### src/rtl/imem_loader_ctrl.sv
// -----------------------------------------------------------------------------
// imem_loader_ctrl
//
// Boot-time instruction memory loader. Consumes a byte stream (valid/ready),
// parses a 4-byte little-endian word-count header, assembles little-endian
// 32-bit instructions and issues one BRAM write per word. The core is held
// off (cpu_hold) until a complete image has been written.
//
// Optional build macro:
//   IMEM_LOADER_CSUM_EN  After the last data byte, one extra checksum byte is
//                        accepted. It must equal the XOR of all data bytes
//                        (header excluded); a mismatch ends in the error state
//                        with the core still held.
//
// Ports:
//   clk          system clock, all state on the rising edge
//   rst          asynchronous active-high reset
//   start        1-cycle load request, honoured only in IDLE or ERR
//   rx_valid     byte available on rx_data
//   rx_data      stream byte
//   rx_ready     byte accepted when rx_valid && rx_ready (registered)
//   is_write     BRAM write strobe, one cycle per word
//   im_addr      BRAM byte address (word aligned)
//   im_inst      BRAM write data
//   cpu_hold     1 = core must not fetch/execute
//   busy         1 while receiving header, data or checksum
//   loaded       last load completed OK (cleared by start)
//   err          last load failed (cleared by start)
//   words_loaded words written in the current/last load
// -----------------------------------------------------------------------------
module imem_loader_ctrl #(
    parameter int             W             = 32,
    parameter int             DEPTH_WORDS   = 2048,
    parameter logic [W-1:0]   BASE_ADDR     = '0,
    parameter bit             HOLD_AT_RESET = 1'b1
) (
    input  logic         clk,
    input  logic         rst,
    input  logic         start,
    input  logic         rx_valid,
    input  logic [7:0]   rx_data,
    output logic         rx_ready,
    output logic         is_write,
    output logic [W-1:0] im_addr,
    output logic [W-1:0] im_inst,
    output logic         cpu_hold,
    output logic         busy,
    output logic         loaded,
    output logic         err,
    output logic [15:0]  words_loaded
);

    typedef enum logic [2:0] {
        ST_IDLE,
        ST_LEN,
        ST_DATA,
`ifdef IMEM_LOADER_CSUM_EN
        ST_CSUM,
`endif
        ST_DONE,
        ST_ERR
    } state_e;

    state_e       state_q, state_d;
    logic [1:0]   byte_idx_q, byte_idx_d;
    logic [31:0]  len_q, len_d;
    logic [31:0]  word_q, word_d;
    logic [W-1:0] next_addr_q, next_addr_d;
    logic [W-1:0] im_addr_q, im_addr_d;
    logic [W-1:0] im_inst_q, im_inst_d;
    logic         is_write_q, is_write_d;
    logic         active_q, active_d;
    logic         loaded_q, loaded_d;
    logic         err_q, err_d;
    logic         cpu_hold_q, cpu_hold_d;
    logic [15:0]  words_loaded_q, words_loaded_d;
`ifdef IMEM_LOADER_CSUM_EN
    logic [7:0]   csum_q, csum_d;
`endif

    logic         accept;
    logic [31:0]  len_shift;
    logic [31:0]  word_shift;
    logic [15:0]  words_inc;

    // rx_ready comes from a flop, so acceptance never depends combinationally
    // on rx_valid reaching back into rx_ready.
    assign accept     = rx_valid && active_q;
    // Bytes arrive LSB first: each new byte enters at the top and the
    // accumulated value shifts down, so after four bytes byte 0 sits in [7:0].
    assign len_shift  = {rx_data, len_q[31:8]};
    assign word_shift = {rx_data, word_q[31:8]};
    assign words_inc  = words_loaded_q + 16'd1;

    // NOTE: every signal written here gets a default first, so no path through
    // the case statement can leave one unassigned and infer a latch.
    always_comb begin
        state_d        = state_q;
        byte_idx_d     = byte_idx_q;
        len_d          = len_q;
        word_d         = word_q;
        next_addr_d    = next_addr_q;
        im_addr_d      = im_addr_q;
        im_inst_d      = im_inst_q;
        is_write_d     = 1'b0;
        loaded_d       = loaded_q;
        err_d          = err_q;
        cpu_hold_d     = cpu_hold_q;
        words_loaded_d = words_loaded_q;
`ifdef IMEM_LOADER_CSUM_EN
        csum_d         = csum_q;
`endif

        unique case (state_q)
            ST_IDLE, ST_ERR: begin
                if (start) begin
                    state_d        = ST_LEN;
                    byte_idx_d     = 2'd0;
                    len_d          = '0;
                    word_d         = '0;
                    next_addr_d    = BASE_ADDR;
                    loaded_d       = 1'b0;
                    err_d          = 1'b0;
                    cpu_hold_d     = 1'b1;
                    words_loaded_d = '0;
`ifdef IMEM_LOADER_CSUM_EN
                    csum_d         = '0;
`endif
                end
            end

            ST_LEN: begin
                if (accept) begin
                    len_d      = len_shift;
                    byte_idx_d = byte_idx_q + 2'd1;
                    if (byte_idx_q == 2'd3) begin
                        if (len_shift == 32'd0) begin
                            state_d = ST_DONE;
                        end else if (len_shift > 32'(DEPTH_WORDS)) begin
                            state_d = ST_ERR;
                            err_d   = 1'b1;
                        end else begin
                            state_d = ST_DATA;
                        end
                    end
                end
            end

            ST_DATA: begin
                if (accept) begin
                    word_d     = word_shift;
                    byte_idx_d = byte_idx_q + 2'd1;
`ifdef IMEM_LOADER_CSUM_EN
                    csum_d     = csum_q ^ rx_data;
`endif
                    if (byte_idx_q == 2'd3) begin
                        // Word complete: registered write lands next cycle.
                        is_write_d     = 1'b1;
                        im_addr_d      = next_addr_q;
                        im_inst_d      = W'(word_shift);
                        next_addr_d    = next_addr_q + W'(4);
                        words_loaded_d = words_inc;
                        if ({16'd0, words_inc} == len_q) begin
`ifdef IMEM_LOADER_CSUM_EN
                            state_d = ST_CSUM;
`else
                            state_d = ST_DONE;
`endif
                        end
                    end
                end
            end

`ifdef IMEM_LOADER_CSUM_EN
            ST_CSUM: begin
                if (accept) begin
                    if (rx_data == csum_q) begin
                        state_d = ST_DONE;
                    end else begin
                        // Words already written stay written; core stays held.
                        state_d = ST_ERR;
                        err_d   = 1'b1;
                    end
                end
            end
`endif

            ST_DONE: begin
                state_d    = ST_IDLE;
                loaded_d   = 1'b1;
                cpu_hold_d = 1'b0;
            end

            default: begin
                state_d = ST_IDLE;
            end
        endcase

        // rx_ready and busy are the same condition; registering the decode of
        // the next state keeps them aligned with state_q.
`ifdef IMEM_LOADER_CSUM_EN
        active_d = (state_d == ST_LEN) || (state_d == ST_DATA) || (state_d == ST_CSUM);
`else
        active_d = (state_d == ST_LEN) || (state_d == ST_DATA);
`endif
    end

    // NOTE: sequential state uses non-blocking assignments only, and the
    // asynchronous reset returns every output to its idle value immediately,
    // abandoning any partial word so no further write can be issued.
    always_ff @(posedge clk or posedge rst) begin
        if (rst) begin
            state_q        <= ST_IDLE;
            byte_idx_q     <= 2'd0;
            len_q          <= '0;
            word_q         <= '0;
            next_addr_q    <= BASE_ADDR;
            im_addr_q      <= BASE_ADDR;
            im_inst_q      <= '0;
            is_write_q     <= 1'b0;
            active_q       <= 1'b0;
            loaded_q       <= 1'b0;
            err_q          <= 1'b0;
            cpu_hold_q     <= HOLD_AT_RESET;
            words_loaded_q <= '0;
`ifdef IMEM_LOADER_CSUM_EN
            csum_q         <= '0;
`endif
        end else begin
            state_q        <= state_d;
            byte_idx_q     <= byte_idx_d;
            len_q          <= len_d;
            word_q         <= word_d;
            next_addr_q    <= next_addr_d;
            im_addr_q      <= im_addr_d;
            im_inst_q      <= im_inst_d;
            is_write_q     <= is_write_d;
            active_q       <= active_d;
            loaded_q       <= loaded_d;
            err_q          <= err_d;
            cpu_hold_q     <= cpu_hold_d;
            words_loaded_q <= words_loaded_d;
`ifdef IMEM_LOADER_CSUM_EN
            csum_q         <= csum_d;
`endif
        end
    end

    assign rx_ready     = active_q;
    assign busy         = active_q;
    assign is_write     = is_write_q;
    assign im_addr      = im_addr_q;
    assign im_inst      = im_inst_q;
    assign cpu_hold     = cpu_hold_q;
    assign loaded       = loaded_q;
    assign err          = err_q;
    assign words_loaded = words_loaded_q;

endmodule

### config.mk
export PLATFORM = sky130hd
export DESIGN_NAME = imem_loader_ctrl
export DESIGN_NICKNAME = d
export VERILOG_FILES = /design/src/rtl/imem_loader_ctrl.sv
export SDC_FILE = /design/constraint.sdc
export NUM_CORES = 1
export LEC_CHECK = 0
export ABC_AREA = 1
export CORE_AREA = 3 3 106 149
export CTS_CLUSTER_SIZE = 40
export DETAILED_ROUTE_END_ITERATION = 6
export DIE_AREA = 0 0 109 152
export PLACE_DENSITY_LB_ADDON = 0.12
export SETUP_SLACK_MARGIN = 0.05
export SYNTH_ARGS = -nofsm -noshare
export SYNTH_HDL_FRONTEND = slang
export SYNTH_SLANG_ARGS = --single-unit
### constraint.sdc
create_clock -name clk -period 8 [get_ports clk]
set_input_delay 2 -clock clk [delete_from_list [all_inputs] [get_ports clk]]
set_output_delay 2 -clock clk [all_outputs]
set_load 0.01 [all_outputs]
# After elaboration in Yosys (flattened, before gate mapping)
# Index checks and enable logic that the tools add are counted.
[totals] register_bits=186
[op_classes] mux=36 n_eq_ne=16 n_reduce_logical=17 order_cmp=1 n_addsub=3
[ops] cell="one-hot mux 32 bit (2 select lines)" count=3
[ops] cell="2-to-1 mux 32 bit" count=5
[ops] cell="2-to-1 mux 16 bit" count=3
[ops] cell="adder 32 x 3 -> 32 bit, second input constant" count=1
[ops] cell="equality test 16 x 32 -> 1 bit" count=1
[ops] cell="> comparator 32 x 12 -> 1 bit, second input constant" count=1
[ops] cell="zero test 32 bit" count=1
[ops] cell="one-hot mux 16 bit (2 select lines)" count=1
[ops] cell="2-to-1 mux 3 bit" count=8
[ops] cell="adder 16 x 1 -> 16 bit, second input constant" count=1
[ops] cell="inequality test 2 bit, second input constant" count=7
[ops] cell="AND reduction 3 bit" count=4
[ops] cell="equality test 3 x 2 -> 1 bit, second input constant" count=3
[ops] cell="2-to-1 mux 1 bit" count=9
[ops] cell="one-hot mux 3 bit (3 select lines)" count=1
[ops] cell="nonzero test 2 bit" count=4
[ops] cell="equality test 3 x 1 -> 1 bit, second input constant" count=2
[ops] cell="one-hot mux 1 bit (2 select lines)" count=3
[ops] cell="AND reduction 6 bit" count=1
[ops] cell="2-to-1 mux 2 bit" count=2
[ops] cell="one-hot mux 2 bit (2 select lines)" count=1
[ops] cell="AND reduction 4 bit" count=1
[ops] cell="OR reduction 2 bit" count=2
[ops] cell="equality test 3 bit, second input constant" count=1
[ops] cell="other kinds (7)" count=7

# Depth between registers and ports, before layout
[logic_depth] word_depth=8 ltp_mapped=14

# Worst setup path after synthesis
# Ideal clock, no wire load.
[synth_path] kind="input-to-reg" from="input port rx_valid" to="register im_addr_q[15] (netlist: im_addr[15])" cell_stages=9 required_ns=7.870 n_path_buf=2 t_arrival_ns=2.998 setup_slack_ns=4.872 cell_sequence="nand2_1 -> inv_1 -> nand2_1 -> nor2_4 -> inv_2 -> buf_2 -> buf_1 -> nand2_1 -> o21ai_0"
[synth_between] elab_chain_cells=2
[synth_lines] element="start: declaration" line_no="40" source="input logic rx_valid,"
[synth_lines] element="logical AND 1 bit" line_no="88" source="assign accept = rx_valid && active_q;"
[synth_lines] element="AND reduction 3 bit (no line)"
[synth_lines] element="end signal: assignment" line_no="235" source="im_addr_q <= im_addr_d;"
[synth_lines] element="end: declaration" line_no="69" source="logic [W-1:0] im_addr_q, im_addr_d;"
# Every way passes these cells.
# A chain may end at the register's enable or synchronous reset.

# Worst setup path after layout
[layout_path] from="input port rx_valid" to="register im_addr_q[20] (netlist: im_addr[20])"
# Same word-level chain as after synthesis.

==> out/metrics.csv <==
metric,value,unit
drt_pre_antenna_iters,5,
seqPwrFrac,43.8,%
placed_cell_area,0.00920,mm2
power.total,2.34,mW
antenna_found_initial,0,
grt_pass1_vias,6652,
cts_resized,0,
crit_path_start_kind,input port,
synthTopCellsByArea,"dfrtp_1 (53%), nand2_1 (11%), inv_1 (5.9%)",
synth-main-ff-cell,dfrtp_1,
worst-path-max-fanout,85,
crit_path_end_kind,flip-flop,
layout.cells.non_filler,1273,
power_density,239,mW/mm2
cts_tree,built,
root_buffer,clkbuf_16,
p_comb_share,20.7,%
drtIter0Drc,414,
area_growth,20.6,%
pin_count,98,
nets,1086,
synthDistinctLibCells,39,
stdcell_area,0.00979,mm2
hold_class,reg2reg,
hold_viol_final,0,
arrival,4.51,ns
yosysSeqAreaShare,53.6,%
syn_inst,988,
synthArstFlopShare,100,%
core,0.0145,mm2
intPower,1.55,mW
place.gp.congestion,0.929,
die_area,0.0166,mm2
final_antenna_net_count,0,
slew_headroom,38.6,%
grtUsageTotal,25.1,%
die_x,109,um
num_rows,52,
synth_seq_cells,174,
worst_slew_pin_slew,0.918,ns
place_ws,3.31,ns
vias,6858,
setup_tns,0,ns
fillers,1211,
layout_setup_ws,3.77,ns
synth_top_area_cell,dfrtp_1,
outcome,finished clean,
wirelength,19900,um
grt_pass1_wl,33100,um
cap_violations,0,
port_buffers,95,
p_sw_share,33.7,%
grt_overflow,0,
initial_utilization,56.0,%
hold_buffers,0,
yosysMostFrequentCell,nand2_1,
yosys-top-cells-count,"nand2_1 (234), dfrtp_1 (173), inv_1 (127)",
synth_edf_count,0,
vias_per_cell,5.39,
routedWlPerCell,15.6,um
synth_top_area_share,53.3,%
post-route-period-util,52.9,%
cts_max_level,4,
hpwl,13800,um
postCtsSetupRepairBufs,0,
p_leak,4.33,nW
drive_gt1_share,5.72,%
skew,0.00745,ns
drv_slew,0,
period_needed,4.23,ns
crit_type,in2reg,
avgSynthCellArea,8.22,um2
cts_sinks,174,
synth_warnings,0,
cp_data_required_time,8.28,ns
fp.dieH,152,um
max_freq,236,MHz
grt_max_degree,86,
clk_pin_slew,0.07,ns
mappedNetlistArea,0.00812,mm2
antenna_cells,0,
place_inst,1241,
switchingPower,787,uW
rsz0062_at_grt,false,
setup_viol,0,
clock_latency,0.43,ns
clock_path_buffers,2,
cts_made_buffers,17,
drcViolationCount,0,
ir_worst_vdd,0.147,mV
p_clk_share,35.6,%
-- registers in the layout (all words and copies together) (netlist names) --
signal,count
byte_idx_q,2
busy,1
next_addr_q,30
is_write,1
loaded,1
err,1
len_q,32
word_q,24
im_inst,32
words_loaded,16
state_q,3
cpu_hold,1
im_addr,30
-- worst max-delay path: stages --
cell and delay (ns):
clkdlybuf4s50_1 0.45, nand2_1 0.05, inv_1 0.12, nand2_1 0.14, nor2_4 0.56, inv_2 0.43
buf_4 0.47, nand2_1 0.15, o21ai_0 0.10
-- path summary, 6_finish.rpt --
check,slack [ns],cells past startpoint,end,startpoint
max in group asynchronous,4.79,3,len_q[11],rst
worst max-delay path,3.77,9,im_addr[20],rx_valid
worst max register to register,5.19,8,len_q[6],state_q[1]
worst min register to register,0.46,2,cpu_hold,cpu_hold
min in group asynchronous,2.06,2,words_loaded[6],rst
worst min-delay path,0.46,2,cpu_hold,cpu_hold
-- layer usage --
metal	up-vias	routed length (um)	global-route usage, %
met5	-	0	0
met3	35	1060	5.22
li1	3401	-	-
met4	0	411	7.76
met1	3195	8610	34.2
met2	227	9780	40.3
-- power groups by stage --
stage                     sequential, mW  clock [mW]  combinational (mW)
after floorplan                     1.02           0               0.378
after global placement              1.04           0               0.475
after detailed placement            1.04           0               0.482
after CTS                           1.02       0.847               0.485
after global routing                1.03       0.878               0.549
final                               1.02       0.832               0.483
-- placed cells by master (no fill, tap or decap), types with 4 or more instances in the layout --
master / count
o22ai_1: 29
nand2_1: 234
inv_8: 5
nand3_1: 82
xor2_1: 12
nor2_2: 4
inv_6: 5
inv_1: 126
a21oi_1: 13
dfrtp_1: 173
nor2_1: 75
inv_2: 8
clkinvlp_4: 4
clkdlybuf4s50_1: 95
clkbuf_16: 17
nor3_1: 22
o31ai_1: 7
o21ai_0: 84
buf_4: 6
nand4_1: 28
o21ai_1: 25
-- cell families after synthesis --
logic type / Yosys count / synth area share (%)
other cells: 1 / 0.0462
simple gates: 456 / 24.6
compound gates: 167 / 11.2
fa+ha+maj: 3 / 0.462
flops: 174 / 53.6
buf+inv: 173 / 8.40
xor+xnor: 14 / 1.68
-- per-stage QoR --
step	utilization, %	hold WS (ns)
after floorplan	-	0.467
after global placement	63.4	0.454
after detailed placement	63.4	0.454
after CTS	67.5	0.464
after global routing	67.5	0.472
final	67.5	0.461
-- cell type report --
cell class | count | area, um2 | area share [%]
Inverter | 135 | 512 | 5.23
Timing Repair Buffer | 101 | 996 | 10.2
Sequential cell | 174 | 4360 | 44.5
Clock inverter | 15 | 168 | 1.71
Tap cell | 189 | 236 | 2.42
Multi-Input combinational cell | 642 | 3100 | 31.6
Clock buffer | 17 | 425 | 4.35
No activity file was read; power rests on OpenSTA's default activity.
